$ cat src/rtl/seq_multiplier.sv
// Sequential shift-add multiplier: retires one multiplier bit per clock, signed or unsigned,
// with a start/busy/done handshake and a product register held until the next completion.
module seq_multiplier #(
    parameter int unsigned WIDTH = 8
) (
    input  logic                 clock,
    input  logic                 reset,
    input  logic                 start,
    input  logic                 signed_mode,
    input  logic [WIDTH-1:0]     multiplicand,
    input  logic [WIDTH-1:0]     multiplier,
    output logic                 busy,
    output logic                 done,
    output logic [2*WIDTH-1:0]   product
);

    localparam int unsigned CW = $clog2(WIDTH + 1);

    typedef enum logic [0:0] {StIdle, StCalc} state_e;

    state_e             state_q, state_d;
    logic [WIDTH-1:0]   mcand_q;
    logic [WIDTH-1:0]   hi_q;
    logic [WIDTH-1:0]   lo_q;
    logic [CW-1:0]      cnt_q;
    logic               neg_q;
    logic               done_q;
    logic [2*WIDTH-1:0] product_q;

    logic [WIDTH-1:0]   mag_a;
    logic [WIDTH-1:0]   mag_b;
    logic [WIDTH:0]     sum;
    logic [2*WIDTH-1:0] result;
    logic               last;

    // The most-negative operand negates to itself, which is its correct unsigned magnitude.
    always_comb begin
        mag_a = (signed_mode && multiplicand[WIDTH-1]) ? (~multiplicand + 1'b1) : multiplicand;
        mag_b = (signed_mode && multiplier[WIDTH-1]) ? (~multiplier + 1'b1) : multiplier;
    end

    always_comb begin
        sum    = {1'b0, hi_q} + (lo_q[0] ? {1'b0, mcand_q} : {(WIDTH + 1){1'b0}});
        result = {sum, lo_q[WIDTH-1:1]};
        last   = (cnt_q == CW'(WIDTH - 1));
    end

    // State register
    always_ff @(posedge clock) begin
        if (!reset) begin
            state_q <= StIdle;
        end else begin
            state_q <= state_d;
        end
    end

    // Next-state logic
    always_comb begin
        state_d = state_q;
        unique case (state_q)
            StIdle: if (start) state_d = StCalc;
            StCalc: if (last) state_d = StIdle;
            default: state_d = StIdle;
        endcase
    end

    // Datapath
    always_ff @(posedge clock) begin
        if (!reset) begin
            mcand_q   <= '0;
            hi_q      <= '0;
            lo_q      <= '0;
            cnt_q     <= '0;
            neg_q     <= 1'b0;
            done_q    <= 1'b0;
            product_q <= '0;
        end else begin
            done_q <= 1'b0;
            unique case (state_q)
                StIdle: begin
                    if (start) begin
                        mcand_q <= mag_a;
                        lo_q    <= mag_b;
                        hi_q    <= '0;
                        cnt_q   <= '0;
                        neg_q   <= signed_mode & (multiplicand[WIDTH-1] ^ multiplier[WIDTH-1]);
                    end
                end
                StCalc: begin
                    hi_q  <= sum[WIDTH:1];
                    lo_q  <= {sum[0], lo_q[WIDTH-1:1]};
                    cnt_q <= cnt_q + CW'(1);
                    if (last) begin
                        product_q <= neg_q ? (~result + 1'b1) : result;
                        done_q    <= 1'b1;
                    end
                end
                default: ;
            endcase
        end
    end

    // Outputs
    always_comb begin
        busy    = (state_q == StCalc);
        done    = done_q;
        product = product_q;
    end

endmodule

$ cat config.mk
export PLATFORM = sky130hd
export DESIGN_NAME = seq_multiplier
export DESIGN_NICKNAME = d
export VERILOG_FILES = /design/src/rtl/seq_multiplier.sv
export SDC_FILE = /design/constraint.sdc
export NUM_CORES = 1
export LEC_CHECK = 0
export ABC_AREA = 1
export ABC_CLOCK_PERIOD_IN_PS = 5300
export BUFFER_PORTS_ARGS = -buffer_cell sky130_fd_sc_hd__buf_2
export CORE_MARGIN = 1.5
export CORE_UTILIZATION = 55
export CTS_CLUSTER_DIAMETER = 80
export DETAILED_ROUTE_END_ITERATION = 6
export PLACE_DENSITY_LB_ADDON = 0.1
export SYNTH_ARGS = -nofsm -noshare
export SYNTH_HDL_FRONTEND = slang
export SYNTH_SLANG_ARGS = --single-unit
$ cat constraint.sdc
create_clock -name clock -period 5.3 [get_ports clock]
set_input_delay 0.53 -clock clock [delete_from_list [all_inputs] [get_ports clock]]
set_output_delay 0.53 -clock clock [all_outputs]
set_load 0.05 [all_outputs]
* After elaboration in Yosys (flattened, before gate mapping)
Index checks and enable logic that the tools add are counted.
** Word-level totals
- Output and inout port bits :: 18
- Register bits after elaboration :: 47
- Logic and storage cells :: 40
- Input bits :: 20
** Operators by class
- Reduce and logical (&&, ||, !) cells :: 5
- Mux-type cells :: 14
- Add/subtract/negate cells :: 5
- Bitwise gates (word level) :: 6
- Eq/ne operators :: 2
** Operators by type and width (number)
- 8-bit two-way mux :: 5
- 8-bit one-hot mux with 2 select lines :: 2
- 16-bit by 1-bit adder with 16-bit output, second input constant :: 1
- 8-bit by 1-bit adder with 8-bit output, second input constant :: 2
- 16-bit two-way mux :: 1
- 16-bit inverter :: 1
- 8-bit inverter :: 2
- 8-bit by 8-bit adder with 9-bit output :: 1
- 4-bit one-hot mux with 2 select lines :: 1
- 2-bit AND reduction :: 3
- 4-bit by 1-bit adder with 4-bit output, second input constant :: 1
- 4-bit by 3-bit equality test with 1-bit output, second input constant :: 1
- 4-bit two-way mux :: 1
- 1-bit two-way mux :: 3
- 1-bit logical AND :: 2
- 2-bit != test, second input constant :: 1
- 1-bit one-hot mux with 2 select lines :: 1
- 1-bit bitwise AND :: 1
- 1-bit inverter :: 1
- 1-bit XOR :: 1

* Logic depth before layout (Yosys ltp)
Gate-level depths: netlist of the first run.
- Depth in word-level cells :: 5
- Mapped depth :: 17

* Worst setup path after synthesis of the first run
Ideal clock, no wire load.
- Path kind :: register to register
- From :: reg lo_q[0]
- To :: reg product_q[15], in the netlist product[15]
- Clock period less this slack :: 2.181 ns
- Cell stages (with the launch flop) :: 14
- Arrival time :: 2.068 ns
- Path slack :: 3.119 ns
- Data required time :: 5.187 ns
- Path buffers :: 1
- Cells stage by stage :: dfxtp_1 -> clkbuf_1 -> nand2_1 -> inv_1 -> ha_1 -> fa_1 -> inv_1 -> nand2_1 -> nor3_4 -> nand3_2 -> o21ai_2 -> nand3_1 -> nand3_1 -> nand2_1
** On the way
- Word-level cells in the longest chain between the ends :: 5
** RTL lines
- start, declared :: line 24 : logic [WIDTH-1:0] lo_q;
- start signal, assigned :: line 83 : lo_q <= mag_b;
- start signal, assigned :: line 91 : lo_q <= {sum[0], lo_q[WIDTH-1:1]};
- 8-bit two-way mux (*) :: line 43 : sum = {1'b0, hi_q} + (lo_q[0] ? {1'b0, mcand_q} : {(WIDTH + 1){1'b0}});
- 8-bit by 8-bit adder with 9-bit output (*) :: line 43
- 16-bit inverter :: line 94 : product_q <= neg_q ? (~result + 1'b1) : result;
- 16-bit by 1-bit adder with 16-bit output :: line 94
- 16-bit two-way mux (*) :: line 94
- end signal, assigned :: line 94
- end, declared :: line 28 : logic [2*WIDTH-1:0] product_q;
Mark *: on every way between the ends. The rest lies on a longest branch, timed or not.
A chain may end at the register's enable or synchronous reset.

* Worst setup path in the final report of the first run
- From :: reg lo_q[0]
- To :: reg product_q[14], in the netlist product[14]
Same word-level chain as after synthesis.

==> impl_metrics.py, run 1 <==
metrics = {
    "status": {
        "status": "finished, final reports clean",
    },
    "pwr": {
        "ir_drop_v": 0.000170,
        "switching_power_mw": 0.201,
        "power_frac_seq_pct": 50.0,
        "p_leak_nw": 1.55,
        "netSwitchingFraction_pct": 26.6,
        "p_total_mw": 0.755,
        "p_int_mw": 0.554,
        "pwr-share-comb_pct": 14.0,
        "p_per_area_nw_per_um2": 237,
        "p_clk_share_pct": 35.9,
    },
    "global_route": {
        "grt_usage_pct": 23.6,
        "use_met3_pct": 4.15,
        "met1_usage_pct": 32.2,
        "grt_pass1_wl_mm": 10.2,
        "grt-busiest-layer": "met2",
        "grt_max_degree": 24,
        "grt_util_met2_pct": 37.8,
        "first_global_vias": 2319,
        "antenna_found_initial": 0,
        "gr-total-overflow": 0,
    },
    "cts": {
        "cts_hold_buf": 0,
        "cts_root_buf": "clkbuf_8",
        "cts.clk_slew.worst_paths_ps": 80,
        "cts.repair.resized": 0,
        "cts_sinks": 47,
        "ctsHtreeMaxLevel": 2,
        "ctsLongestPathBuffers": 2,
        "cts_setup_buffers": 0,
        "cts_tree": "yes",
        "insertion_delay_ps": 300,
        "cts_buffers": 5,
    },
    "die": {
        "num_rows": 25,
        "die_h_um": 74.7,
        "ios": 38,
        "core_area_sq_um": 4850,
        "die_w_um": 74.7,
        "start_util_pct": 58.4,
        "dieArea_sq_um": 5590,
    },
    "timing": {
        "finClkSkew_ps": 9.68,
        "layout_setup_ws_ps": 3060,
        "grt_setup_unrepaired": "no",
        "fin_crit_ps": 2240,
        "tns_ps": 0,
        "holdWs_ps": 458,
        "max_slew.worst_pin.slew_ps": 847,
        "maxSlewViolCount": 0,
        "relSlewSlack_pct": 43.5,
        "fmax_ghz": 0.447,
        "finalCritPeriodShare_pct": 42.2,
        "setup_violations": 0,
        "finalHoldViolations": 0,
    },
    "route": {
        "wire_per_inst_um": 11.5,
        "vias": 2674,
        "drc": 0,
        "ant_nets": 0,
        "wl_mm": 6.03,
        "drt-initial-drc-count": 174,
        "firstDrtPassIters": 6,
        "vias_per_cell": 5.09,
    },
    "synthesis": {
        "synth_top_area_share_pct": 33.2,
        "synthesis.nets": 454,
        "seq_area_frac_synth_pct": 33.2,
        "synth.distinct_cells": 35,
        "synth_most_common_cell": "nand2_1",
        "synthCells": 421,
        "synth_area_leaders": "dfxtp_1 (33%), nand2_1 (17%), inv_1 (6.2%)",
        "synthTopCellsByCount": "nand2_1 (131), dfxtp_1 (47), inv_1 (47), nand3_1 (29), nor2_1 (29)",
        "synth_edf_count": 0,
        "mappedNetlistArea_sq_um": 2830,
        "synth_seq_cells": 47,
        "synth-async-reset-ratio_pct": 0,
        "synth_flop_cell": "dfxtp_1",
        "yosysWarnings": 0,
        "synth_top_area_cell": "dfxtp_1",
        "syn_area_per_cell_sq_um": 6.72,
    },
    "finish": {
        "nets": 490,
        "seq_area_sq_um": 941,
        "fillers": 472,
        "diodes": 0,
        "finalInstanceArea_sq_um": 3180,
        "area_growth_pct": 12.4,
        "multi_input_area_sq_um": 1650,
        "drive_gt1_share_pct": 16.8,
        "final_core_util_pct": 65.6,
        "instances_no_fill": 525,
    },
    "placed_design": {
        "place_inst": 517,
        "dp_hpwl_mm": 4.67,
        "pre_cts_ws_ps": 3060,
        "io_buffer_count": 37,
        "place_area_sq_um": 3060,
        "globalplace.congestion": 0.867,
    },
    "critical_path": {
        "cp_max_fo": 9,
        "startpoint_type": "register",
        "cp.required_ps": 5500,
        "end_kind": "register",
        "critPathKind": "register to register",
        "rrSetupSlack_ps": 3060,
        "arrival_ps": 2430,
    },
    "hold_path": {
        "min_path_type": "register to register",
    },
    "job": {
        "maxCapViolCount": 0,
    },
}
## power groups by stage
stage	clock, mW	combinational [mW]	sequential, mW
after floorplan	0	0.0826	0.380
after global placement	0	0.104	0.386
after detailed placement	0	0.106	0.386
after CTS	0.276	0.106	0.378
after global routing	0.290	0.122	0.380
final	0.271	0.106	0.378
## worst max-delay path: stages (launching register included)
cell	delay (ps)
dfxtp_1	390
nand2_1	90
inv_1	40
ha_1	190
fa_1	450
xnor2_2	260
nand2_1	120
nor2_4	130
nand3_2	80
nor2_1	90
nand2_1	70
nand2_1	60
nand2_1	50
nand3_1	60
nand2_1	40
## layout make-up
type | instances | share of cell area, %
clock inverters | 2 | 1.10
clock buffers | 6 | 2.60
well taps | 67 | 2.64
flip-flops and latches | 47 | 29.6
multi-input cells | 313 | 51.7
repair buffers | 38 | 6.06
inverters | 52 | 6.29
## logic make-up (layout without fill, tap and decap cells)
| group | after synthesis | in the layout | share of synthesized area (%) |
|---|---|---|---|
| and+or+nand+nor | 220 | 220 | 35.1 |
| AOI/OAI and AO/OA | 70 | 70 | 13.6 |
| buffers and inverters | 61 | 98 | 8.62 |
| DFF | 47 | 47 | 33.2 |
| adders and majority gates | 13 | 13 | 6.01 |
| xor gates and xnor gates | 10 | 10 | 3.36 |
## final timing paths
kind | start | endpoint | depth (start not counted)
hold reg to reg | product[14] | product[14] | 2
setup reg to reg | lo_q[0] | product[14] | 14
setup / recovery | lo_q[0] | product[14] | 14
hold / removal | product[14] | product[14] | 2
## placed cells by master (no fill, tap or decap), types with 2 or more instances in the layout
master    Yosys  routed
xor2_1        5       5
nor3_1        3       3
nand3b_1      2       2
nor3_4        2       2
inv_2         4       4
nand3_2       7       7
nor2_1       29      29
xnor2_1       4       4
nand2_1     131     131
a21oi_1      25      25
o21ai_0      23      23
nor2_2        4       4
ha_1         12      12
nand2_2       7       7
nand3_1      29      29
o21ai_1       9       9
inv_1        47      47
a32o_1        3       3
buf_2         2      37
clkbuf_8      0       6
dfxtp_1      47      47
nand4_1       2       2
a31oi_1       7       7
## metal layers
metal  share of wire, %  routed length (um)
met3                4.1                 249
met1                 49                2950
met2                 45                2720
met4                1.8                 110
met5                  0                   0
## flip-flops by register name, summed over array words and instances (netlist names)
| register | cells |
|---|---|
| neg_q | 1 |
| cnt_q | 4 |
| hi_q | 8 |
| lo_q | 8 |
| done | 1 |
| busy | 1 |
| product | 16 |
| mcand_q | 8 |
Power figures use the tool's default switching activity.
==> inputs of run 2 (changes only) <==
--- a/config.mk
+++ b/config.mk
@@ -5,8 +5,8 @@
 export SDC_FILE = /design/constraint.sdc
 export NUM_CORES = 1
 export LEC_CHECK = 0
-export ABC_AREA = 1
-export ABC_CLOCK_PERIOD_IN_PS = 5300
+export ABC_AREA = 0
+export ABC_CLOCK_PERIOD_IN_PS = 2250
 export BUFFER_PORTS_ARGS = -buffer_cell sky130_fd_sc_hd__buf_2
 export CORE_MARGIN = 1.5
 export CORE_UTILIZATION = 55
==> constraint.sdc (replaced) <==
create_clock -name clock -period 2.25 [get_ports clock]
set_input_delay 0.225 -clock clock [delete_from_list [all_inputs] [get_ports clock]]
set_output_delay 0.225 -clock clock [all_outputs]
set_load 0.05 [all_outputs]
==> impl_metrics.py, run 2 <==
metrics = {
    "cts": {
        "cts_sinks": 47,
        "insertion_delay_ps": 300,
        "ctsLongestPathBuffers": 2,
        "ctsHtreeMaxLevel": 2,
        "cts_tree": "yes",
        "cts.clk_slew.worst_paths_ps": 90,
        "cts_buffers": 5,
        "cts_root_buf": "clkbuf_8",
    },
    "status": {
        "violations": "setup timing",
        "status": "finished with violations",
    },
    "pwr": {
        "ir_drop_v": 0.000314,
        "pwr-share-comb_pct": 18.7,
        "p_int_mw": 1.26,
        "p_per_area_nw_per_um2": 454,
        "netSwitchingFraction_pct": 28.6,
        "p_clk_share_pct": 31.3,
        "power_frac_seq_pct": 50.1,
        "p_leak_nw": 1.72,
        "switching_power_mw": 0.506,
    },
    "synthesis": {
        "mappedNetlistArea_sq_um": 3020,
        "yosysWarnings": 0,
        "synth_top_family_by_area": "compound AO/OA/AOI/OAI gates",
        "synthMuxAreaShare_pct": 0.663,
        "synth_seq_cells": 47,
        "synth_edf_count": 0,
        "synth_area_leaders": "dfxtp_1 (31%), o211a_1 (5.3%), nand2_1 (5.2%)",
        "synth_top_area_cell": "dfxtp_1",
        "synth.distinct_cells": 52,
        "synthesis.nets": 409,
        "synth_flop_cell": "dfxtp_1",
        "synthSimpleGateAreaFrac_pct": 25.6,
        "synth_compound_area_share_pct": 26.1,
        "synth_most_common_cell": "dfxtp_1",
        "synth-async-reset-ratio_pct": 0,
        "synthTopCellsByCount": "dfxtp_1 (47), nand2_1 (42), a21oi_1 (26), nor2_1 (20), nor2b_1 (20)",
        "syn_area_per_cell_sq_um": 8.04,
        "synth_top_area_share_pct": 31.1,
        "synthAdderAreaFrac_pct": 5.63,
        "synthXorXnorAreaFrac_pct": 6.09,
        "synthCells": 376,
        "seq_area_frac_synth_pct": 31.1,
    },
    "hold_path": {
        "min_path_type": "input pin to register",
    },
    "die": {
        "dieArea_sq_um": 5950,
        "num_rows": 26,
        "ios": 38,
        "die_h_um": 77.1,
        "start_util_pct": 58.1,
        "die_w_um": 77.1,
        "core_area_sq_um": 5200,
    },
    "global_route": {
        "grt_usage_pct": 25.7,
        "grt_pass1_wl_mm": 12.6,
        "antenna_found_initial": 0,
        "first_global_vias": 2770,
        "grt_max_degree": 44,
        "gr-total-overflow": 0,
    },
    "route": {
        "firstDrtPassIters": 4,
        "vias_per_cell": 5.73,
        "drc": 0,
        "wl_mm": 7.62,
        "ant_nets": 0,
        "wire_per_inst_um": 14.8,
        "vias": 2946,
        "drt-initial-drc-count": 177,
    },
    "timing": {
        "fin_crit_ps": 2530,
        "tns_ps": -676,
        "finalCritPeriodShare_pct": 112,
        "layout_setup_ws_ps": -278,
        "max_slew.worst_pin.slew_ps": 533,
        "maxSlewViolCount": 0,
        "grt_setup_unrepaired": "yes",
        "finalHoldViolations": 0,
        "fmax_ghz": 0.396,
        "finClkSkew_ps": 8.89,
        "setup_violations": 5,
        "relSlewSlack_pct": 64.5,
    },
    "critical_path": {
        "cp.required_ps": 2440,
        "end_kind": "register",
        "startpoint_type": "register",
        "cp_max_fo": 2,
        "arrival_ps": 2720,
        "critPathKind": "register to register",
    },
    "placed_design": {
        "dp_hpwl_mm": 5.02,
        "io_buffer_count": 37,
        "globalplace.congestion": 0.849,
        "place_area_sq_um": 3480,
        "place_inst": 497,
    },
    "finish": {
        "nets": 476,
        "mostFrequentLayoutCell": "dfxtp_1",
        "area_growth_pct": 28.8,
        "drive_gt1_share_pct": 29.7,
        "finalInstanceArea_sq_um": 3890,
        "diodes": 0,
        "instances_no_fill": 514,
        "final_core_util_pct": 74.8,
        "most-common-layout-cells": "dfxtp_1 (45), buf_4 (42), nand2_1 (41), buf_2 (37), a21oi_1 (22)",
        "largest_reg_flops": 16,
    },
    "job": {
        "maxCapViolCount": 0,
    },
}
run 2: changes by cell type in the layout (fill, tap and decap cells not counted), sizes merged, moves of 13 or more:
cell | previous run | this run
nand3 | 36 | 18
o21ai | 33 | 16
o211a | 0 | 16
nor2 | 34 | 20
nand2 | 139 | 42
buf | 38 | 84
and2 | 0 | 13
nor2b | 0 | 20
inv | 51 | 12
run 2: path summary, 6_finish.rpt:
kind                        start     endpoint  slack [ps]  cells after the start
setup / recovery       mcand_q[0]  product[14]        -280                      9
setup reg to reg       mcand_q[0]  product[14]        -280                      9
hold / removal    multiplicand[0]   mcand_q[0]         210                      3
hold reg to reg        product[9]   product[9]         480                      2
run 2: power by group through the flow:
stage / sequential [mW] / combinational [mW] / clock [mW]
6_report: 0.885 / 0.330 / 0.553
5_1_grt: 0.890 / 0.367 / 0.598
2_1_floorplan: 0.899 / 0.193 / 0
3_5_place_dp: 0.902 / 0.289 / 0
4_1_cts: 0.884 / 0.311 / 0.564
3_3_place_gp: 0.902 / 0.283 / 0
run 2: metal layers:
layer  vias to the layer above  share of wire, %  global-route usage [%]
met5                         -                 0                       0
met4                         0               2.4                    7.64
met3                        15               3.5                    4.40
met2                        67                50                    45.5
met1                      1373                44                    31.7
li1                       1491                 -                       -
run 2: cell type report:
class,instances,area [sq um]
clock buffer,6,82.6
timing repair buffer,84,557
multi-input combinational,294,2170
fill,416,1310
clock inverter,2,13.8
inverter,11,41.3
sequential,47,943
tap,70,87.6
run 2: per-stage QoR:
stage / hold slack [ps] / power [mW] / setup slack [ps]
detailed placement: 455 / 1.19 / -349
global placement: 452 / 1.18 / -292
CTS: 204 / 1.76 / -291
global route: 234 / 1.85 / -342
floorplan: 370 / 1.09 / -323
finish: 207 / 1.77 / -278
run 2: cell families after synthesis:
group | count (synthesis)
AO/OA/AOI/OAI | 110
XOR/XNOR | 21
adder cells (fa/ha/maj) | 13
buffers and inverters | 35
flip-flops | 47
multiplexers | 2
AND/OR/NAND/NOR | 148
run 2: critical path: stages, from the launching register on:
cell	delay [ps]
dfxtp_2	330
and2_4	150
ha_4	160
fa_2	350
and3_4	160
or3_4	330
a2111o_1	430
o41ai_2	260
xnor2_1	160
a21oi_1	80
run 2: repair_timing:
item,CTS,global route
hold buffers,0,0
gates resized for setup,33,14
setup endpoints to repair,7,11
pin swaps,20,7
setup buffers,4,6
gates cloned,0,0
